**config.mk**
```make
export PLATFORM = sky130hd
export DESIGN_NAME = systolic_skew_feeder
export DESIGN_NICKNAME = d
export VERILOG_FILES = /design/src/rtl/systolic_skew_feeder.sv
export SDC_FILE = /design/constraint.sdc
export NUM_CORES = 1
export LEC_CHECK = 0
export ABC_AREA = 0
export BUFFER_PORTS_ARGS = -buffer_cell sky130_fd_sc_hd__buf_2
export CAP_MARGIN = 20
export CORE_MARGIN = 8
export CORE_UTILIZATION = 51
export DETAILED_ROUTE_END_ITERATION = 7
export GPL_ROUTABILITY_DRIVEN = 0
export PLACE_DENSITY = 0.8
export SLEW_MARGIN = 20
export SYNTH_ARGS = -nofsm -noshare
export SYNTH_HDL_FRONTEND = slang
export SYNTH_SLANG_ARGS = --single-unit
```
**constraint.sdc**
```tcl
create_clock -name clk -period 4.1 [get_ports clk]
set_input_delay 1.23 -clock clk [delete_from_list [all_inputs] [get_ports clk]]
set_output_delay 1.23 -clock clk [all_outputs]
set_load 0.03 [all_outputs]
```
**src/rtl/systolic_skew_feeder.sv**
```systemverilog
// ============================================================================
// Module   : systolic_skew_feeder
// Purpose  : Upstream operand feeder for an N x N systolic MAC array. Holds
//            one N x N matrix A (left-edge operand) and one N x N matrix B
//            (top-edge operand). On start it clears the PE accumulators, then
//            streams A rows and B columns with diagonal skew, pads with zeros
//            while the last products propagate, and pulses done.
// Ports    : clk, reset (sync, active-high)
//            wr_en/wr_sel/wr_row/wr_col/wr_data : buffer write port (IDLE only)
//            start    : begin a feed sequence (accepted in IDLE only)
//            busy     : high from CLEAR through DONE
//            done     : one-cycle completion pulse
//            pe_clear : one-cycle accumulator clear
//            a_edge   : slice i feeds in_a of PE(i,0)
//            b_edge   : slice j feeds in_b of PE(0,j)
//            err      : (SKEW_FEEDER_ERR_EN only) sticky illegal-request flag
// Options  : `define SKEW_FEEDER_ERR_EN adds the err output.
// Revision : 1.0 - initial release
// ============================================================================
`default_nettype none

module systolic_skew_feeder #(
    parameter  int data_size = 8,
    parameter  int N         = 4,
    localparam int ADDR_W    = $clog2(N)
) (
    input  logic                   clk,
    input  logic                   reset,
    input  logic                   wr_en,
    input  logic                   wr_sel,
    input  logic [ADDR_W-1:0]      wr_row,
    input  logic [ADDR_W-1:0]      wr_col,
    input  logic [data_size-1:0]   wr_data,
    input  logic                   start,
    output logic                   busy,
    output logic                   done,
`ifdef SKEW_FEEDER_ERR_EN
    output logic                   err,
`endif
    output logic                   pe_clear,
    output logic [N*data_size-1:0] a_edge,
    output logic [N*data_size-1:0] b_edge
);

    // Counter must hold 2N-2 (last STREAM index); sized for 2N-1.
    localparam int CNT_W = $clog2(2 * N);
    localparam logic [CNT_W-1:0] STREAM_LAST = CNT_W'(2 * N - 2);
    localparam logic [CNT_W-1:0] DRAIN_LAST  = CNT_W'(N - 1);

    typedef enum logic [2:0] {
        IDLE   = 3'd0,
        CLEAR  = 3'd1,
        STREAM = 3'd2,
        DRAIN  = 3'd3,
        DONE   = 3'd4
    } state_t;

    state_t               state, state_next;
    logic [CNT_W-1:0]     t, t_next;
    logic [N*data_size-1:0] a_next, b_next;

    logic [data_size-1:0] a_mem [N][N];
    logic [data_size-1:0] b_mem [N][N];

    // Operand buffers: no reset, writable only while idle.
    always_ff @(posedge clk) begin
        if (state == IDLE && wr_en) begin
            if (wr_sel) b_mem[wr_row][wr_col] <= wr_data;
            else        a_mem[wr_row][wr_col] <= wr_data;
        end
    end

    // Next-state and counter logic. The counter restarts at 0 on every
    // state change so each state sees its own local index.
    always_comb begin
        state_next = state;
        t_next     = '0;
        case (state)
            IDLE:   if (start) state_next = CLEAR;
            CLEAR:  state_next = STREAM;
            STREAM: begin
                if (t == STREAM_LAST) state_next = DRAIN;
                else                  t_next     = t + CNT_W'(1);
            end
            DRAIN: begin
                if (t == DRAIN_LAST) state_next = DONE;
                else                 t_next     = t + CNT_W'(1);
            end
            DONE:    state_next = IDLE;
            default: state_next = IDLE;
        endcase
    end

    // Edge values are computed from the *next* state and index so that the
    // registered outputs line up with the cycles the state occupies.
    for (genvar i = 0; i < N; i++) begin : g_edge
        logic [data_size-1:0] a_sel, b_sel;
        always_comb begin
            int d;
            a_sel = '0;
            b_sel = '0;
            d     = int'(t_next) - i;
            if (state_next == STREAM && d >= 0 && d < N) begin
                a_sel = a_mem[i][d[ADDR_W-1:0]];
                b_sel = b_mem[d[ADDR_W-1:0]][i];
            end
        end
        assign a_next[i*data_size +: data_size] = a_sel;
        assign b_next[i*data_size +: data_size] = b_sel;
    end

    always_ff @(posedge clk) begin
        if (reset) begin
            state    <= IDLE;
            t        <= '0;
            busy     <= 1'b0;
            done     <= 1'b0;
            pe_clear <= 1'b0;
            a_edge   <= '0;
            b_edge   <= '0;
        end else begin
            state    <= state_next;
            t        <= t_next;
            busy     <= (state_next != IDLE);
            done     <= (state_next == DONE);
            pe_clear <= (state_next == CLEAR);
            a_edge   <= a_next;
            b_edge   <= b_next;
        end
    end

`ifdef SKEW_FEEDER_ERR_EN
    // Any write or start request seen while busy is an illegal request.
    always_ff @(posedge clk) begin
        if (reset)                      err <= 1'b0;
        else if (busy && (wr_en || start)) err <= 1'b1;
    end
`endif

endmodule

`default_nettype wire

```
# Word-level counts from Yosys, hierarchy flattened
# Memories as Yosys holds them, arrays and structs flattened. A register that Yosys moved wholly into a read port is not among the register bits.
# Index checks and enable logic that the tools add are counted.
totals:
  register_bits: 41
  latchBits: 0
  mem_bits_rw: 256
  rom_bits: 0
  in_bits: 17
  output_inout_bits: 67
  word_cells: 89
  mem_count: 2
op_classes:
  n_addsub: 4
  mul: 0
  div: 0
  magnitude_cmp: 14
  eq_ne: 8
  n_shift: 0
  n_mux: 27
  n_bitwise: 9
  reduce_logical: 16
mem_list:
  columns: ["memory", "words", "width", "rd", "rd_clocked_by_memory_dff", "write_ports", "line_no", "text"]
  rows:
  - ["a_mem", 4, 32, 4, 0, 1, "62", "logic [data_size-1:0] a_mem [N][N];"]
  - ["b_mem", 4, 32, 4, 4, 1, "63", "logic [data_size-1:0] b_mem [N][N];"]
ops:
  columns: ["operator", "count"]
  rows:
  - ["$mux W8", 9]
  - ["$bmux W8 S2", 4]
  - ["$mux W32", 2]
  - ["$demux W8 S2", 1]
  - ["$ge A3 B3 Y1 const B", 5]
  - ["$mux W3", 5]
  - ["$not A2 Y3", 5]
  - ["$eq A3 B2 Y1 const B", 4]
  - ["$ge A4 B1 Y1 const B", 3]
  - ["$lt A4 B4 Y1 const B", 3]
  - ["$pmux W3 S4", 1]
  - ["$logic_and A1 B1 Y1", 10]
  - ["$reduce_or A2 Y1", 4]
  - ["$sub A3 B2 Y4 const B", 2]
  - ["$eq A3 B1 Y1 const B", 2]
  - ["$eq A3 B3 Y1 const B", 2]
  - ["$pmux W3 S2", 1]
  - ["$mux W1", 4]
  - ["$not A1 Y1", 4]
  - ["$sub A3 B1 Y4 const B", 1]
  - ["$add A3 B1 Y3 const B", 1]
  - ["$ge A3 B1 Y1 const B", 1]
  - ["$logic_not A3 Y1", 1]
  - ["$lt A3 B1 Y1 const B", 1]
  - ["2 further kinds", 2]

# Depth between registers and ports, before layout
# Gate-level depths: netlist (run 1).
logic_depth:
  ltp_word: 9
  mapped_depth: 16
  depth_no_buf: 11

# Worst setup path before layout (run 1)
# Ideal clock, no wire load.
synth_path:
  path_kind: "register -> register"
  start: "register t[0]"
  end: "register a_edge[10]"
  setup_ns: 0.103
  arrival_time_ns: 3.638
  required_time_ns: 3.997
  path_slack_ns: 0.359
  stages_incl_launch_ff: 16
  n_path_buf: 8
  synth_period_minus_slack_ns: 3.741
  cell_sequence: "dfxtp_1 -> buf_2 -> buf_4 -> clkinv_1 -> clkbuf_1 -> ha_1 -> and3b_1 -> nor4_2 -> buf_4 -> buf_2 -> ha_1 -> buf_2 -> buf_2 -> clkbuf_1 -> mux2i_1 -> a2111oi_2"
synth_between:
  elab_chain_cells: 9
  word_cells_on_any_way: 21
  cone_classes: "add/sub: 2; order compare: 2; eq/ne: 3; mux: 9; bitwise: 2; reduce/logical: 3"
synth_lines:
  columns: ["element", "line_no", "text"]
  rows:
  - ["from (decl)", "59", "logic [CNT_W-1:0] t, t_next;"]
  - ["from (signal assigned)", "123", "t <= t_next;"]
  - ["$add A3 B1 Y3, or another cell as far along", "83, 87", null]
  - ["$mux W3, on equally long branches", "86, 82", null]
  - ["$pmux W3 S2", "78", "case (state)"]
  - ["$sub A3 B1 Y4", "102", "d = int'(t_next) - i;"]
  - ["$ge A4 B1 Y1", "103", "if (state_next == STREAM && d >= 0 && d < N) begin"]
  - ["$logic_and A1 B1 Y1 (2 in a row)", "103", null]
  - ["$not A1 Y1 (no line)", null, null]
  - ["$reduce_or A2 Y1 (no line)", null, null]
  - ["to (signal assigned)", "127", "a_edge <= a_next;"]
  - ["to (decl)", "41", "output logic [N*data_size-1:0] a_edge,"]
# Several ways; a longest one is shown, not always the timed one. The select of a mux whose other input is x is not followed.
# A chain may end at the register's enable or synchronous reset.

# Worst setup path in the final report (run 1)
layout_path:
  start: "register t[0]"
  end: "register a_edge[29]"
layout_between:
  elab_chain_cells: 9
  word_cells_on_any_way: 21
  cone_classes: "add/sub: 2; order compare: 2; eq/ne: 3; mux: 9; bitwise: 2; reduce/logical: 3"
layout_lines:
  columns: ["element", "line_no"]
  rows:
  - ["$add A3 B1 Y3, or another cell as far along", "83, 87"]
  - ["$mux W3, on equally long branches", "86, 82"]
  - ["$pmux W3 S2 *", "78"]
  - ["net t_next[1]", "59"]
  - ["$sub A3 B2 Y4 *", "102"]
  - ["$ge A4 B1 Y1", "103"]
  - ["$logic_and A1 B1 Y1 (2 in a row)", "103"]
  - ["$not A1 Y1 (no line)", null]
  - ["$reduce_or A2 Y1 (no line)", null]
# Mark *: on every way through the listed nets, which the timed path passes. The rest lies on a longest branch. The select of a mux whose other input is x is not followed.

==> results of run 1 <==
path summary, 6_finish.rpt:
| path | from | endpoint |
|---|---|---|
| worst max-delay path | t[0]$_SDFF_PP0_ | a_edge[29]$_SDFF_PP0_ |
| worst min-delay path | b_mem[3][8]$_DFFE_PP_ | b_edge[16]$_SDFF_PP0_ |
| worst max register to register | t[0]$_SDFF_PP0_ | a_edge[29]$_SDFF_PP0_ |
| worst min register to register | b_mem[3][8]$_DFFE_PP_ | b_edge[16]$_SDFF_PP0_ |
cell families (layout without fill, tap and decap cells):
kind of cell	after synthesis	count (layout)	synth area share, %
adders and majority gates	6	6	0.611
and+or+nand+nor	156	156	6.43
DFF	329	329	74.5
muxes	49	49	4.17
buffers and inverters	77	180	2.69
xor gates and xnor gates	1	1	0.0714
AOI/OAI and AO/OA	156	156	11.5
cell usage after synthesis, drive strengths merged, types with 2 or more instances:
| cell | n |
|---|---|
| a2111oi | 66 |
| a211oi | 50 |
| and2 | 2 |
| and3b | 2 |
| buf | 22 |
| clkbuf | 30 |
| dfxtp | 73 |
| edfxtp | 256 |
| ha | 6 |
| inv | 24 |
| mux2 | 17 |
| mux2i | 32 |
| nand2 | 11 |
| nand2b | 5 |
| nand3 | 3 |
| nor2 | 70 |
| nor2b | 51 |
| nor3 | 5 |
| o21ai | 2 |
| o22ai | 16 |
| o2bb2ai | 16 |
cell usage in the layout, fill, tap and decap left out, drive strengths merged, types with 3 or more instances in the layout:
cell type | Yosys | routed
a2111oi | 66 | 66
a211oi | 50 | 50
buf | 22 | 97
bufinv | 0 | 3
clkbuf | 30 | 42
clkinv | 1 | 12
dfxtp | 73 | 73
edfxtp | 256 | 256
ha | 6 | 6
inv | 24 | 26
mux2 | 17 | 17
mux2i | 32 | 32
nand2 | 11 | 11
nand2b | 5 | 5
nand3 | 3 | 3
nor2 | 70 | 70
nor2b | 51 | 51
nor3 | 5 | 5
o22ai | 16 | 16
o2bb2ai | 16 | 16
routing by layer:
layer	track usage (%)	vias to the layer above	part of all wire (%)	wire, um
met4	6.20	0	2.7	720
met2	31.7	219	51	13500
li1	-	3161	-	-
met5	0	-	0	0
met3	2.44	50	5.0	1330
met1	22.7	3467	41	10800
power breakdown:
group / total [uW] / switching, uW / internal (uW)
Clock: 2830 / 1190 / 1640
Combinational: 359 / 259 / 99.5
Sequential: 3630 / 9.48 / 3620
Total: 6810 / 1460 / 5360
layout make-up:
cell class	instances	area (um2)	share of cell area, %
Clock buffer	42	847	6.05
Tap cell	319	399	2.85
Timing Repair Buffer	97	520	3.72
Multi-Input combinational cell	368	2830	20.2
Inverter	25	93.8	0.670
Sequential cell	329	9150	65.3
Clock inverter	16	169	1.21
through the flow:
stage / hold slack [ns] / total power [uW] / util, %
after CTS: 0.531 / 6850 / 59.5
final: 0.526 / 6810 / 59.5
after global routing: 0.565 / 7010 / 59.5
after floorplan: 0.495 / 3930 / -
after global placement: 0.523 / 4050 / 55.2
after detailed placement: 0.522 / 4060 / 55.2
sequential cells by signal, indices dropped and copies added (netlist names):
signal	count
done	1
state	3
a_edge	32
a_mem	128
pe_clear	1
t	3
b_mem	128
b_edge	32
busy	1
tightest hold or removal path, cell delays in order (launching register included):
cell,delay [ns]
edfxtp_1,0.35
inv_1,0.07
a2111oi_2,0.05
==> flow_metrics.tcl, run 1 <==
set metrics [dict create \
    antenna_found_initial 0 \
    n_fill_cell 1753 \
    dp_hpwl_mm 15.8 \
    crit_cells 8 \
    placed_area_mm2 0.0130 \
    vias_per_cell 5.77 \
    status "completed" \
    path_buf_inv 3 \
    cts_tree "done" \
    path_cells "clkinv_1, buf_4, ha_1, nor2_1, ha_4, buf_4, mux2i_1, a2111oi_0" \
    drtIter0Drc 614 \
    cts.path.max_buffers 3 \
    synth_area_leaders "edfxtp_1 (63%), dfxtp_1 (12%), a2111oi_0 (3.2%)" \
    crit_type "reg -> reg" \
    cp_data_required_time_ns 4.50 \
    grt_usage_pct 18.1 \
    wl_mm 26.3 \
    vias 6897 \
    antenna_left 0 \
    grt_overflow 0 \
    fin_crit_ns 3.59 \
    root_buffer "clkbuf_16" \
    synth_edf_count 256 \
    port_buffers 83 \
    start_util_pct 52.1 \
    max-vdd-ir-drop_v 0.000433 \
    clk_latency_ns 0.57 \
    numCtsBuffers 31 \
    dieArea_mm2 0.0293 \
    grt_max_degree 69 \
    clock_skew_ns 0.0150 \
    place_ws_ns 0.607 \
    power_leakage_uw 0.00466 \
    placed_cells 1138 \
    path_clk_slew_ns 0.07 \
    synth-seq-cells 329 \
    worst_hold_path.num_cells 2 \
    holdBufCountCts 0 \
    grt_pass1_vias 7070 \
    fin_area_mm2 0.0140 \
    cp.arrival_ns 3.99 \
    grt_first_pass_wirelength_mm 40.4 \
    area.growth.synth_to_final_pct 14.1 \
    reg2regPathDepth 8 \
    setup_violations 0 \
    clock_sinks 329 \
    fp.dieH_um 171 \
    first_pass_iters 5 \
    timing.fmax_ghz 0.278 \
    synth.distinct_cells 44 \
    hold_viol 0 \
    fin_ws_ns 0.508 \
    drv_slew 0 \
    synth_largest_area_cell "edfxtp_1" \
    avgSynthCellArea_um2 15.9 \
    hold_path_class "reg -> reg" \
    cap_violations 0 \
    post-cts-setup-buffers 0 \
    grt_setup_unrepaired "no" \
    crit_path_top_delay_cell "ha_1" \
    synth_nets 797 \
    synth_warnings 0 \
    synth_flop_cell "edfxtp_1" \
    final_cells 1196 \
    layout-drive-gt1-share_pct 21.7 \
    die-width_um 171 \
    cts_max_level 1 \
    io_pins 84 \
    tightest_slew_ns 1.02 \
    final_nets 875 \
    route.detailed.drc 0 \
    powerDensity_mw_per_mm2 487 \
    min_period_over_period_pct 87.6 \
    async_flop_share_pct 0 \
    ctsResizeCount 0 \
    diodes 0 \
    core_area_mm2 0.0235 \
    crit_path_max_fanout 44 \
    endpoint_kind "flip-flop" \
    max-slew-margin-rel_pct 31.4 \
    wl_per_cell_um 22.0 \
    setup_tns_ns 0 \
    rrSetupSlack_ns 0.51 \
    synth_area_mm2 0.0123 \
    synth_top_cell_area_share_pct 62.6 \
    synth-seq-area-share_pct 74.5 \
    slowest_delay_ns 0.77 \
    cp_top_family "adder cells" \
    setup.worst_path.start_class "flip-flop" \
    syn_inst 774 \
    cpMostUsedCell "buf_4" \
    row_count 56 \
]
No activity file was read; power rests on OpenSTA's default activity.
==> run 2, diff against run 1 <==
- CORE_MARGIN: 8 -> not set
- CTS_CLUSTER_DIAMETER: not set -> 60
- PLACE_DENSITY: 0.8 -> 0.78
==> flow_metrics.tcl, run 2 (synthesis gave the netlist of run 1 again) <==
set metrics [dict create \
    area.growth.synth_to_final_pct 15.2 \
    fin_crit_ns 3.43 \
    power_leakage_uw 0.00472 \
    path_cells "clkinv_1, buf_4, ha_1, nor2_1, ha_4, buf_12, a211oi_1, a2111oi_0" \
    slowest_delay_ns 0.75 \
    p_seq_share_pct 51.4 \
    wl_per_cell_um 21.2 \
    tightest_slew_ns 0.838 \
    grt_usage_pct 21.5 \
    status "completed" \
    route.detailed.drc 0 \
    vias_per_cell 5.75 \
    cp.arrival_ns 3.77 \
    clock_skew_ns 0.0210 \
    crit_path_top_delay_cell "ha_1" \
    cp_data_required_time_ns 4.44 \
    cts_max_level 2 \
    vias 6917 \
    grt_first_pass_wirelength_mm 39.3 \
    io_pins 84 \
    powerDensity_mw_per_mm2 500 \
    clkPwrFrac_pct 43.6 \
    min_period_over_period_pct 83.6 \
    crit_path_max_fanout 58 \
    path_clk_slew_ns 0.06 \
    n_fill_cell 1773 \
    antenna_found_initial 1 \
    core_area_mm2 0.0235 \
    switching_share_pct 21.4 \
    start_util_pct 52.1 \
    endpoint_kind "flip-flop" \
    grt_max_degree 69 \
    power.switching_uw 1510 \
    fp.dieH_um 157 \
    grt_setup_unrepaired "no" \
    port_buffers 83 \
    crit_type "reg -> reg" \
    clock_sinks 329 \
    hold_path_class "reg -> reg" \
    p_total_uw 7070 \
    grt_overflow 0 \
    holdBufCountCts 0 \
    p_int_uw 5560 \
    dieArea_mm2 0.0247 \
    final_nets 880 \
    root_buffer "clkbuf_16" \
    ctsResizeCount 0 \
    post-cts-setup-buffers 0 \
    antenna_left 0 \
    top_regs "a_mem (128), b_mem (128)" \
    first_pass_iters 4 \
    drtIter0Drc 566 \
    cap_violations 0 \
    grt_pass1_vias 7026 \
    die-width_um 157 \
    layout-drive-gt1-share_pct 22.3 \
    numCtsBuffers 35 \
    max-vdd-ir-drop_v 0.000315 \
    drv_slew 0 \
    setup_tns_ns 0 \
    timing.fmax_ghz 0.292 \
    clk_latency_ns 0.52 \
    wl_mm 25.4 \
    layout_common_cells "edfxtp_1 (256), buf_2 (83), dfxtp_1 (72)" \
    p_comb_share_pct 5.1 \
    cts_tree "done" \
    row_count 56 \
    final_common_cell "edfxtp_1" \
    setup_violations 0 \
    hold_viol 0 \
    max-slew-margin-rel_pct 42.7 \
    setup.worst_path.start_class "flip-flop" \
    dp_hpwl_mm 15.1 \
    cts.path.max_buffers 3 \
]
-- run 2: final timing paths --
path | end | slack, ns | cells past startpoint | start
setup / recovery | b_edge[29]$_SDFF_PP0_ | 0.67 | 8 | t[0]$_SDFF_PP0_
setup reg to reg | b_edge[29]$_SDFF_PP0_ | 0.67 | 8 | t[0]$_SDFF_PP0_
hold / removal | b_edge[16]$_SDFF_PP0_ | 0.53 | 2 | b_mem[3][8]$_DFFE_PP_
hold reg to reg | b_edge[16]$_SDFF_PP0_ | 0.53 | 2 | b_mem[3][8]$_DFFE_PP_
-- run 2: layer usage --
metal,up-vias,share of wire [%],global-route usage [%]
met5,-,0,0
met4,0,2.8,8.23
met3,60,5.1,3.41
met2,227,51,36.8
met1,3461,41,27.6
li1,3169,-,-
-- run 2: critical path: cells and delay by family (launching register included) --
| kind | cells | cell delay (ns) |
|---|---|---|
| fa+ha+maj | 2 | 1.40 |
| compound gates | 2 | 0.65 |
| buf+inv | 3 | 0.60 |
| flops | 1 | 0.34 |
| simple gates | 1 | 0.22 |
-- run 2: metrics by stage --
step | setup WS (ns) | util [%] | hold slack (ns) | std cells | instance area [um2]
after floorplan | 0.359 | - | 0.495 | 774 | 12300
after global placement | 0.863 | 55.3 | 0.525 | 1139 | 13000
after detailed placement | 0.682 | 55.3 | 0.528 | 1139 | 13000
after CTS | 0.718 | 60.1 | 0.540 | 1202 | 14100
after global routing | 0.486 | 60.1 | 0.560 | 1203 | 14100
final | 0.672 | 60.1 | 0.534 | 1203 | 14100
-- run 2: final cells by class --
class / count / area [um2] / share of cell area [%]
inverters: 25 / 93.8 / 0.663
flip-flops and latches: 329 / 9150 / 64.7
well taps: 319 / 399 / 2.82
clock inverters: 16 / 140 / 0.991
clock buffers: 47 / 993 / 7.02
repair buffers: 98 / 541 / 3.82
multi-input cells: 368 / 2830 / 20.0
diodes: 1 / 2.50 / 0.0177
-- run 2: power groups by stage --
stage | clock network, uW | logic (uW) | registers, uW
finish | 3080 | 359 | 3630
CTS | 3120 | 360 | 3630
global placement | 0 | 347 | 3700
detailed placement | 0 | 358 | 3700
floorplan | 0 | 211 | 3720
global route | 3250 | 388 | 3630
==> run 3, diff against run 2 <==
- clock period: 4.1 -> 3.5 ns (I/O delays scaled with it)
==> flow_metrics.tcl, run 3 (synthesis gave the netlist of run 1 again) <==
set metrics [dict create \
    cts_max_level 2 \
    vias_per_cell 5.70 \
    crit_path_max_fanout 33 \
    slowest_delay_ns 0.78 \
    crit_start "t[0]$_SDFF_PP0_" \
    vias 6910 \
    layout-drive-gt1-share_pct 23.5 \
    setup_violations 0 \
    path_clk_slew_ns 0.06 \
    powerDensity_mw_per_mm2 577 \
    crit_type "reg -> reg" \
    fp.dieH_um 157 \
    met3_usage_pct 2.89 \
    grt_pass1_vias 6915 \
    ff_latch_area_mm2 0.00915 \
    clock_skew_ns 0.0119 \
    route.detailed.drc 0 \
    crit_cells 7 \
    clk_latency_ns 0.51 \
    drv_slew 0 \
    final_common_cell "edfxtp_1" \
    dieArea_mm2 0.0247 \
    path_buf_inv 2 \
    whs_ns 0.535 \
    met1_usage_pct 27.0 \
    tightest_slew_ns 0.884 \
    cp.arrival_ns 3.54 \
    grt_max_degree 65 \
    use_met2_pct 36.6 \
    numCtsBuffers 34 \
    io_pins 84 \
    final_nets 889 \
    crit_path_top_delay_cell "ha_1" \
    ctsResizeCount 0 \
    reg2reg_to "b_edge[28]$_SDFF_PP0_" \
    power_leakage_uw 0.00476 \
    min_period_over_period_pct 90.6 \
    fin_crit_ns 3.17 \
    area.growth.synth_to_final_pct 15.7 \
    holdBufCountCts 0 \
    antenna_found_initial 3 \
    cts_tree "done" \
    reg2regPathDepth 7 \
    rr_startpoint "t[0]$_SDFF_PP0_" \
    layout_common_cells "edfxtp_1 (256), buf_2 (83), dfxtp_1 (72)" \
    antenna_left 0 \
    setup_tns_ns 0 \
    n_fill_cell 1725 \
    grt_setup_unrepaired "no" \
    wl_per_cell_um 21.0 \
    hold_path_class "reg -> reg" \
    top_regs "a_mem (128), b_mem (128)" \
    port_buffers 83 \
    cts.path.max_buffers 3 \
    wl_mm 25.5 \
    dp_hpwl_mm 15.0 \
    endpoint_kind "flip-flop" \
    grt_first_pass_wirelength_mm 39.1 \
    hold_viol 0 \
    grt_overflow 0 \
    max-vdd-ir-drop_v 0.000390 \
    start_util_pct 52.1 \
    rrSetupSlack_ns 0.33 \
    cp_data_required_time_ns 3.87 \
    die-width_um 157 \
    status "completed" \
    post-cts-setup-buffers 0 \
    grt.busiest_layer "met2" \
    core_area_mm2 0.0235 \
    setup.worst_path.start_class "flip-flop" \
    max-slew-margin-rel_pct 40.3 \
    clock_sinks 329 \
    drtIter0Drc 557 \
    multi_input_area_mm2 0.00283 \
    row_count 56 \
    root_buffer "clkbuf_16" \
    path_cells "clkinv_1, ha_1, nor2_1, ha_4, buf_4, mux2i_1, a2111oi_0" \
    cap_violations 0 \
    first_pass_iters 4 \
    endpoint "b_edge[28]$_SDFF_PP0_" \
    cp_top_family "adder cells" \
    grt_usage_pct 21.4 \
    timing.fmax_ghz 0.315 \
]
-- run 3: area by class of cell --
| cell class | count | share of cell area, % |
|---|---|---|
| antenna | 3 | 0.0529 |
| clock buffer | 48 | 7.08 |
| clock inverter | 13 | 0.740 |
| inverter | 25 | 0.661 |
| multi-input combinational | 368 | 19.9 |
| sequential | 329 | 64.4 |
| tap | 319 | 2.81 |
| timing repair buffer | 108 | 4.33 |
-- run 3: worst min-delay path by stage --
stage / start / end / slack, ns / cells after the start
global route: b_mem[3][8]$_DFFE_PP_ / b_edge[16]$_SDFF_PP0_ / 0.56 / 2
detailed placement: b_mem[3][9]$_DFFE_PP_ / b_edge[17]$_SDFF_PP0_ / 0.53 / 2
floorplan: state[2]$_SDFF_PP0_ / state[0]$_SDFF_PP0_ / 0.50 / 1
CTS: b_mem[3][9]$_DFFE_PP_ / b_edge[17]$_SDFF_PP0_ / 0.54 / 2
finish: b_mem[3][9]$_DFFE_PP_ / b_edge[17]$_SDFF_PP0_ / 0.54 / 2
global placement: a_mem[2][2]$_DFFE_PP_ / a_edge[18]$_SDFF_PP0_ / 0.52 / 2
-- run 3: power breakdown --
part	internal [uW]	leakage [uW]	switching (uW)
combinational	122	0.00132	306
clock	2090	0.000547	1430
sequential	4240	0.00289	12.1
total	6450	0.00476	1750
-- run 3: metal layers --
| layer | vias up | wire (um) |
|---|---|---|
| met3 | 48 | 1250 |
| met4 | 0 | 769 |
| met2 | 214 | 13000 |
| li1 | 3204 | - |
| met5 | - | 0 |
| met1 | 3444 | 10500 |
-- run 3: per-stage QoR --
step | util, % | total power (uW) | std cells | instance area (um2) | setup WS, ns
global placement | 55.6 | 4750 | 1149 | 13100 | 0.427
CTS | 60.3 | 8230 | 1210 | 14200 | 0.363
global route | 60.3 | 8430 | 1213 | 14200 | 0.188
detailed placement | 55.6 | 4760 | 1149 | 13100 | 0.340
finish | 60.3 | 8200 | 1213 | 14200 | 0.330
floorplan | - | 4600 | 774 | 12300 | 0.00927
-- run 3: worst min-delay path, stage by stage (launching register included) --
cell	delay [ns]
edfxtp_1	0.35
inv_1	0.05
a2111oi_0	0.07
